[src/rtl/multicycle_cpu_p.sv]
// Parametrised 5-cycle-per-instruction CPU with program-load port, start/halt control and debug RF read.
// Define CPU_MUL_EN to enable opcode 11 (MUL); otherwise opcode 11 executes as NOP.
module multicycle_cpu_p #(
  parameter int DATA_W    = 10,
  parameter int CMD_DEPTH = 32,
  parameter int MEM_DEPTH = 32,
  parameter int RF_DEPTH  = 16,
  parameter int AW        = 5,
  localparam int CMD_W    = 4 + 2*AW + DATA_W,
  localparam int PW       = $clog2(CMD_DEPTH),
  localparam int MW       = $clog2(MEM_DEPTH),
  localparam int RW       = $clog2(RF_DEPTH)
) (
  input  logic              clk,
  input  logic              reset,
  input  logic              start,
  input  logic              prog_we,
  input  logic [PW-1:0]     prog_addr,
  input  logic [CMD_W-1:0]  prog_data,
  input  logic [RW-1:0]     dbg_addr,
  output logic [DATA_W-1:0] dbg_data,
  output logic [PW-1:0]     pc,
  output logic              busy,
  output logic              halted,
  output logic              div0
);

  localparam logic [3:0] OP_LTM  = 4'd1;
  localparam logic [3:0] OP_MTR  = 4'd2;
  localparam logic [3:0] OP_RTR  = 4'd3;
  localparam logic [3:0] OP_JL   = 4'd4;
  localparam logic [3:0] OP_SUB  = 4'd5;
  localparam logic [3:0] OP_SUM  = 4'd6;
  localparam logic [3:0] OP_MTRK = 4'd7;
  localparam logic [3:0] OP_RTM  = 4'd8;
  localparam logic [3:0] OP_JMP  = 4'd9;
  localparam logic [3:0] OP_DIV  = 4'd10;
`ifdef CPU_MUL_EN
  localparam logic [3:0] OP_MUL  = 4'd11;
`endif
  localparam logic [3:0] OP_HLT  = 4'd15;

  localparam int F1_LSB = CMD_W - 4 - AW;
  localparam int F2_LSB = CMD_W - 4 - 2*AW;

  typedef enum logic [2:0] {
    S_IDLE, S_FETCH, S_OPA, S_OPB, S_EXEC, S_WB, S_HALT
  } state_t;

  state_t state, state_next;

  logic [CMD_W-1:0]  progmem [CMD_DEPTH];
  logic [DATA_W-1:0] dmem    [MEM_DEPTH];
  logic [DATA_W-1:0] rf      [RF_DEPTH];

  logic [CMD_W-1:0]  ir;
  logic [DATA_W-1:0] a, b, res, alu_res;

  logic [3:0]        op;
  logic [RW-1:0]     f1_rf, f2_rf, f3_rf;
  logic [MW-1:0]     f1_mem, f2_mem;
  logic [PW-1:0]     f3_pc;
  logic [DATA_W-1:0] imm;
  logic              ctrl_idle;

  assign op     = ir[CMD_W-1 -: 4];
  assign f1_rf  = ir[F1_LSB +: RW];
  assign f1_mem = ir[F1_LSB +: MW];
  assign f2_rf  = ir[F2_LSB +: RW];
  assign f2_mem = ir[F2_LSB +: MW];
  assign imm    = ir[DATA_W-1:0];
  assign f3_rf  = ir[0 +: RW];
  assign f3_pc  = ir[0 +: PW];

  assign ctrl_idle = (state == S_IDLE) || (state == S_HALT);
  assign busy      = !ctrl_idle;
  assign halted    = (state == S_HALT);
  assign dbg_data  = rf[dbg_addr];

  always_ff @(posedge clk) begin
    if (reset) state <= S_IDLE;
    else       state <= state_next;
  end

  always_comb begin
    state_next = state;
    case (state)
      S_IDLE, S_HALT: if (start) state_next = S_FETCH;
      S_FETCH:        state_next = S_OPA;
      S_OPA:          state_next = S_OPB;
      S_OPB:          state_next = S_EXEC;
      S_EXEC:         state_next = S_WB;
      S_WB:           state_next = (op == OP_HLT) ? S_HALT : S_FETCH;
      default:        state_next = S_IDLE;
    endcase
  end

  // Result is latched in EXEC so WB only has to steer it to RF or data memory.
  always_comb begin
    alu_res = '0;
    case (op)
      OP_LTM:  alu_res = imm;
      OP_MTR:  alu_res = dmem[f1_mem];
      OP_MTRK: alu_res = dmem[a[MW-1:0]];
      OP_RTR:  alu_res = b;
      OP_RTM:  alu_res = a;
      OP_SUB:  alu_res = a - b;
      OP_SUM:  alu_res = a + b;
      OP_DIV:  alu_res = (b == '0) ? '1 : a / b;
`ifdef CPU_MUL_EN
      OP_MUL:  alu_res = a * b;
`endif
      default: alu_res = '0;
    endcase
  end

  // Program memory has no reset so a loaded program survives a core reset.
  always_ff @(posedge clk) begin
    if (!reset && prog_we && ctrl_idle) progmem[prog_addr] <= prog_data;
  end

  always_ff @(posedge clk) begin
    if (reset) begin
      pc   <= '0;
      div0 <= 1'b0;
      ir   <= '0;
      a    <= '0;
      b    <= '0;
      res  <= '0;
      for (int i = 0; i < RF_DEPTH; i++)  rf[i]   <= '0;
      for (int i = 0; i < MEM_DEPTH; i++) dmem[i] <= '0;
      rf[1] <= DATA_W'(1);
    end else begin
      case (state)
        S_IDLE, S_HALT: begin
          if (start) begin
            pc   <= '0;
            div0 <= 1'b0;
          end
        end
        S_FETCH: ir  <= progmem[pc];
        S_OPA:   a   <= rf[f1_rf];
        S_OPB:   b   <= rf[f2_rf];
        S_EXEC:  res <= alu_res;
        S_WB: begin
          pc <= pc + PW'(1);
          case (op)
            OP_LTM:          dmem[f1_mem] <= res;
            OP_RTM:          dmem[f2_mem] <= res;
            OP_MTR, OP_MTRK: rf[f2_rf]    <= res;
            OP_RTR:          rf[f1_rf]    <= res;
            OP_SUB, OP_SUM:  rf[f3_rf]    <= res;
            OP_DIV: begin
              rf[f3_rf] <= res;
              if (b == '0) div0 <= 1'b1;
            end
`ifdef CPU_MUL_EN
            OP_MUL:          rf[f3_rf]    <= res;
`endif
            OP_JL:           if (!(a < b)) pc <= f3_pc;
            OP_JMP:          pc <= f3_pc;
            OP_HLT:          pc <= pc;
            default: ;
          endcase
        end
        default: ;
      endcase
    end
  end

endmodule

[config.mk]
export PLATFORM = sky130hd
export DESIGN_NAME = multicycle_cpu_p
export DESIGN_NICKNAME = d
export VERILOG_FILES = /design/src/rtl/multicycle_cpu_p.sv
export SDC_FILE = /design/constraint.sdc
export NUM_CORES = 2
export LEC_CHECK = 0
export CAP_MARGIN = 20
export CORE_MARGIN = 2
export CORE_UTILIZATION = 43
export DETAILED_ROUTE_END_ITERATION = 16
export PLACE_DENSITY_LB_ADDON = 0.05
export SYNTH_ARGS = -nofsm -noshare
export SYNTH_HDL_FRONTEND = slang
export SYNTH_SLANG_ARGS = --single-unit
export TNS_END_PERCENT = 50
[constraint.sdc]
create_clock -name clk -period 23.7 [get_ports clk]
set_clock_uncertainty 0.2 [all_clocks]
set_input_delay 3.555 -clock clk [delete_from_list [all_inputs] [get_ports clk]]
set_output_delay 3.555 -clock clk [all_outputs]
set_load 0.05 [all_outputs]
Yosys cells after proc, flatten, opt, wreduce, memory -nomap -nowiden
Memory sizes are Yosys's and may differ from the RTL's. A register that Yosys moved wholly into a read port is not among the register bits.
Cells that the tools add are included.
- muxes and demuxes: 58
- multiply operators: 0
- bitwise logic cells: 2
- magnitude comparators: 1
- div/mod/pow operators: 1
- reduce and logical (&&, ||, !) cells: 18
- equal/unequal tests: 21
- $add $sub $neg: 3
- shift-type cells: 0
- operator list (operator ; count):
    10-bit two-way mux ; 8
    10-bit case mux with 8 select lines ; 1
    10-bit OR reduction ; 5
    1-bit two-way mux ; 36
    5-bit two-way mux ; 4
    3-bit case mux with 6 select lines ; 1
    4-bit by 3-bit equality test with 1-bit output, second input constant ; 4
    4-bit equality test, second input constant ; 4
    5-bit case mux with 3 select lines ; 1
    4-bit two-way mux ; 3
    10-bit adder ; 1
    10-bit by 10-bit divider with 10-bit output ; 1
    10-bit logical NOT ; 1
    10-bit < comparator ; 1
    5-bit case mux with 2 select lines ; 1
    10-bit subtractor ; 1
    3-bit equality test, second input constant ; 3
    4-bit by 2-bit equality test with 1-bit output, second input constant ; 2
    3-bit by 2-bit equality test with 1-bit output, second input constant ; 2
    3-bit two-way mux ; 2
    2-bit inequality test, second input constant ; 3
    2-bit OR reduction ; 3
    5-bit by 1-bit adder with 5-bit output, second input constant ; 1
    4-bit by 1-bit equality test with 1-bit output, second input constant ; 1
    other kinds (11) ; 14
- ROM bits: 0
- bits in registers: 19
- memories: 3
- bits in latches: 0
- input port bits: 37
- output and inout bits: 18
- memory bits (writable): 1248
- memories (name ; words ; bits a word ; rd ports ; clocked after Yosys merged registers in ; write ports ; line ; text):
    progmem ; 32 ; 24 ; 1 ; 1 ; 1 ; 52 ; logic [CMD_W-1:0] progmem [CMD_DEPTH];
    dmem ; 32 ; 10 ; 2 ; 0 ; 32 ; 53 ; logic [DATA_W-1:0] dmem [MEM_DEPTH];
    rf ; 16 ; 10 ; 3 ; 2 ; 16 ; 54 ; logic [DATA_W-1:0] rf [RF_DEPTH];

Logic depth before layout (Yosys ltp)
- depth in word-level cells: 10
- gate-level depth with buffers: 69
- gate-level depth less buffers: 67

Least setup slack after synthesis
OpenSTA, ideal clock, no wires.
- path type: register -> register
- start: register b[4], read port of rf
- end: register res[0]
- stages on the path, launching flop included: 64
- data required time: 23.357 ns
- slack: 9.024 ns
- path buffers: 3
- library setup time: 0.143 ns
- arrival time: 14.333 ns
- path through: dfxtp_1 or4_1 nor2_1 nand2_1 nor2_1 a21oi_1 a21oi_1 ha_1 o21a_1 o311a_1 a211oi_1 ha_1 a21oi_1 and2_1 nor4_1 or2_2 ha_1 o211ai_1 [... 28 more ...] o21a_1 mux2_2 ha_1 or3_1 o22ai_1 o21ai_0 and2_1 o311a_1 o21a_1 buf_6 mux2_2 ha_1 a21oi_1 o21ai_0 a2111oi_0 o21ai_0 a2111oi_0 a22oi_1
- longest elaborated chain between the ends: 3
- elaborated cells on any way between the ends: 4
- RTL lines (element ; line ; text):
    from (decl) ; 57 ; logic [DATA_W-1:0] a, b, res, alu_res;
    10-bit by 10-bit divider with 10-bit output or 10-bit logical NOT (tied branches) ; 109 ; OP_DIV: alu_res = (b == '0) ? '1 : a / b;
    10-bit two-way mux * ; 109 ;
    10-bit case mux with 8 select lines * ; 101 ; case (op)
    to (signal assigned) ; 144 ; S_EXEC: res <= alu_res;
    to (decl) ; 57 ;
Mark *: on every way between the ends. The rest lies on a longest branch, timed or not.
A chain may end at the register's enable or synchronous reset.

Worst setup path after layout
- start: register b[9], read port of rf
- end: register res[0]
Same word-level chain as after synthesis.

==> impl_metrics.yaml <==
sta:
  final.min_clock_period_ns: 17.48
  timing.final.max_slew_violations: 0
  setup_viol: 0
  final_clock_period_utilization_by_the_worst_path_pct: 73.7
  setup_repair_after_global_routing_missed_its_margin: "false"
  worst_slew_margin_rel_pct: 25.5
  finalHoldViolCount: 0
  post-route-worst-setup-slack_ns: 6.22
  max_slew.worst_pin.slew_ns: 1.12
  setup_tns_after_final_layout_ns: 0
  clock.fmax_mhz: 57.2
critical_path:
  reg2reg_slack_ns: 6.22
  critical_path_buf_inv_count: 0
  worst_r2r_endpoint: "res[0]$_SDFFE_PP0P_"
  critical-path-slowest-cell: "sky130_fd_sc_hd__a21oi_1"
  worst-endpoint-required_ns: 24.13
  cpMostUsedCell: "sky130_fd_sc_hd__ha_1"
  largest_delay_contributor_family_on_the_critical_path: "compound AO/OA/AOI/OAI gates"
  arr_time_crit_path_ns: 17.91
  critical_path_peak_fanout: 14
  rr_startpoint: "b[9]$_SDFFE_PP0N_"
  cp-end-kind: "flip-flop"
  cpPeakStageDelay_ns: 0.75
  path_class: "reg2reg"
  worstRegToRegCells: 59
  setup.worst_path.start: "b[9]$_SDFFE_PP0N_"
  worst_setup_path_start_kind: "flip-flop"
clocking:
  cts_tree: "built"
  insertion_delay_ns: 0.79
  postCtsResizedCells: 0
  cts_num_sinks: 1311
  cts-htree-levels: 4
  cts_hold_buf: 0
  cts.clk_slew.worst_paths_ns: 0.06
  cts-buffers-inserted: 145
  cts_post_setup_buffers_inserted: 0
  cts-root-to-sink-buffers: 3
  cts.root.buffer_cell: "sky130_fd_sc_hd__clkbuf_16"
yosys:
  postSynthAreaPerCell_sq_um: 17.1
  synth_enable_flop_cells: 1248
  synth-seq-area-share_pct: 61.9
  synth_fp_nets: 3780
  synth_area_leader_cell: "sky130_fd_sc_hd__edfxtp_1"
  async_reset_ff_share_pct: 0
  synth_top_cell_area_share_pct: 59.9
  ys.warnings.count: 0
  synth.cells.most_frequent: "sky130_fd_sc_hd__edfxtp_1 (1,248), sky130_fd_sc_hd__mux4_2 (590), sky130_fd_sc_hd__and2_1 (487)"
  synth.ff_latch_count: 1311
  netlist_instances: 3665
  synthMostInstantiatedCell: "sky130_fd_sc_hd__edfxtp_1"
  synth_cell_types: 84
  synth_flop_cell: "sky130_fd_sc_hd__edfxtp_1"
  netlist_area_sq_um: 62600
  synthTopCellsByArea: "sky130_fd_sc_hd__edfxtp_1 (60%), sky130_fd_sc_hd__mux4_2 (21%), sky130_fd_sc_hd__and2_1 (4.9%)"
grt:
  grt_first_pass_wirelength_mm: 270
  grt_max_degree: 88
  aggregate_global_route_resource_usage_pct: 25.8
  number_of_antenna_violations_at_the_first_check_in_global_routing: 5
  gr-total-overflow: 0
  grt_pass1_vias: 36100
die:
  ioPinCount: 55
  initial_core_util_pct: 43.2
  floorplan.die_area_sq_um: 149000
  dieHeight_um: 386
  fp-row-count: 140
  die_width_um: 386
  core-area_sq_um: 145000
placement:
  detailedPlacementHpwl_mm: 119
  port_buffers: 54
  place_congestion: 0.901
  place_ws_ns: 6.45
drt:
  vias_per_cell: 6.11
  ant_nets: 0
  routed_via_count: 34900
  dr.first_iter.drc_count: 3632
  remaining_drc_errors: 0
  detailedRoute.firstPassIterationCount: 6
  drt-wirelength-per-cell_um: 33.2
  finalWirelength_mm: 189
layout:
  num-fill-cells: 12100
  drive_gt1_share_pct: 27.4
  area.growth.synth_to_final_pct: 12.1
  nNetsFinal: 3791
min_path:
  hp-start: "b[9]$_SDFFE_PP0N_"
  worst_hold_path_class: "reg2reg"
  worst_hold_path.endpoint: "b[9]$_SDFFE_PP0N_"
  hold-path-cell-count: 2
run_status:
  outcome: "finished, final reports clean"
run:
  number_of_violations_of_the_max_capacitance_limit: 0
-- per-layer routing --
layer | GRT usage [%] | share of wire (%)
met1 | 36.2 | 43
met2 | 42.2 | 49
met3 | 3.83 | 5.8
met4 | 7.42 | 2.8
met5 | 0 | 0.0037
-- metrics by stage --
stage / instances / hold WS, ns / area, sq um / utilization (%)
2_1_floorplan: 3665 / 0.278 / 62600 / -
3_3_place_gp: 5440 / 0.299 / 65500 / 45.1
5_1_grt: 5711 / 0.337 / 70200 / 48.4
4_1_cts: 5707 / 0.316 / 70100 / 48.4
3_5_place_dp: 5442 / 0.308 / 65500 / 45.2
6_report: 5712 / 0.316 / 70200 / 48.4
-- layout by cell type (no fill, tap or decap), types with 14 or more instances in the layout --
master	count
sky130_fd_sc_hd__clkbuf_1	41
sky130_fd_sc_hd__nor3_1	37
sky130_fd_sc_hd__edfxtp_1	1248
sky130_fd_sc_hd__mux2i_1	51
sky130_fd_sc_hd__clkinv_2	20
sky130_fd_sc_hd__nand2b_1	14
sky130_fd_sc_hd__a21oi_1	70
sky130_fd_sc_hd__nand3_1	15
sky130_fd_sc_hd__dfxtp_2	15
sky130_fd_sc_hd__buf_4	93
sky130_fd_sc_hd__clkinv_1	29
sky130_fd_sc_hd__o21a_1	22
sky130_fd_sc_hd__inv_1	39
sky130_fd_sc_hd__clkbuf_16	147
sky130_fd_sc_hd__nor2_1	141
sky130_fd_sc_hd__and2_1	487
sky130_fd_sc_hd__ha_1	76
sky130_fd_sc_hd__o211ai_1	14
sky130_fd_sc_hd__a211oi_1	30
sky130_fd_sc_hd__dfxtp_1	39
sky130_fd_sc_hd__o21ai_0	57
sky130_fd_sc_hd__mux4_2	590
sky130_fd_sc_hd__nand2_1	113
sky130_fd_sc_hd__clkdlybuf4s50_1	51
sky130_fd_sc_hd__nor2_4	30
sky130_fd_sc_hd__or2_2	54
sky130_fd_sc_hd__mux2_2	19
sky130_fd_sc_hd__xnor2_1	22
-- logic make-up (layout without fill, tap and decap cells) --
kind of cell | count (synthesis) | in the layout | share of synthesized area, %
other | 0 | 1 | 0
buffers and inverters | 332 | 461 | 2.04
flip-flops | 1311 | 1311 | 61.9
XOR/XNOR | 30 | 30 | 0.420
multiplexers | 663 | 663 | 22.5
adder cells (fa/ha/maj) | 78 | 78 | 1.58
AND/OR/NAND/NOR | 955 | 955 | 8.38
AO/OA/AOI/OAI | 296 | 296 | 3.23
-- worst max-delay path by stage --
stage / to / slack, ns / cells after the start
after floorplan: res[0]$_SDFFE_PP0P_ / 9.02 / 63
after global placement: res[0]$_SDFFE_PP0P_ / 7.04 / 61
after detailed placement: res[0]$_SDFFE_PP0P_ / 6.45 / 59
after CTS: res[0]$_SDFFE_PP0P_ / 6.41 / 59
after global routing: res[0]$_SDFFE_PP0P_ / 4.99 / 61
final: res[0]$_SDFFE_PP0P_ / 6.22 / 59
-- worst register-to-register path, delay by kind of cell, from the launching register on --
family	cells	cell delay, ns
AOI/OAI and AO/OA	33	9.40
and+or+nand+nor	13	3.14
muxes	4	1.54
adders and majority gates	9	2.68
DFF	1	0.35
-- sequential cells by signal (all words and copies together), names as in the netlist --
name	cells
ir	24
pc	5
div0	1
state	3
progmem	768
rf	160
b	10
a	10
dmem	320
res	10
-- cell type report --
class	instances	area, sq um	share of cell area, %
inverters	40	150	0.214
flip-flops and latches	1311	38800	55.3
well taps	1917	2400	3.42
clock buffers	193	3900	5.56
clock inverters	72	726	1.03
repair buffers	156	1380	1.96
multi-input cells	2022	22800	32.5
diodes	1	2.50	0.00357
Power is not shown: default switching activity piles up to over one toggle a cycle in this logic, so the estimate is an artifact.
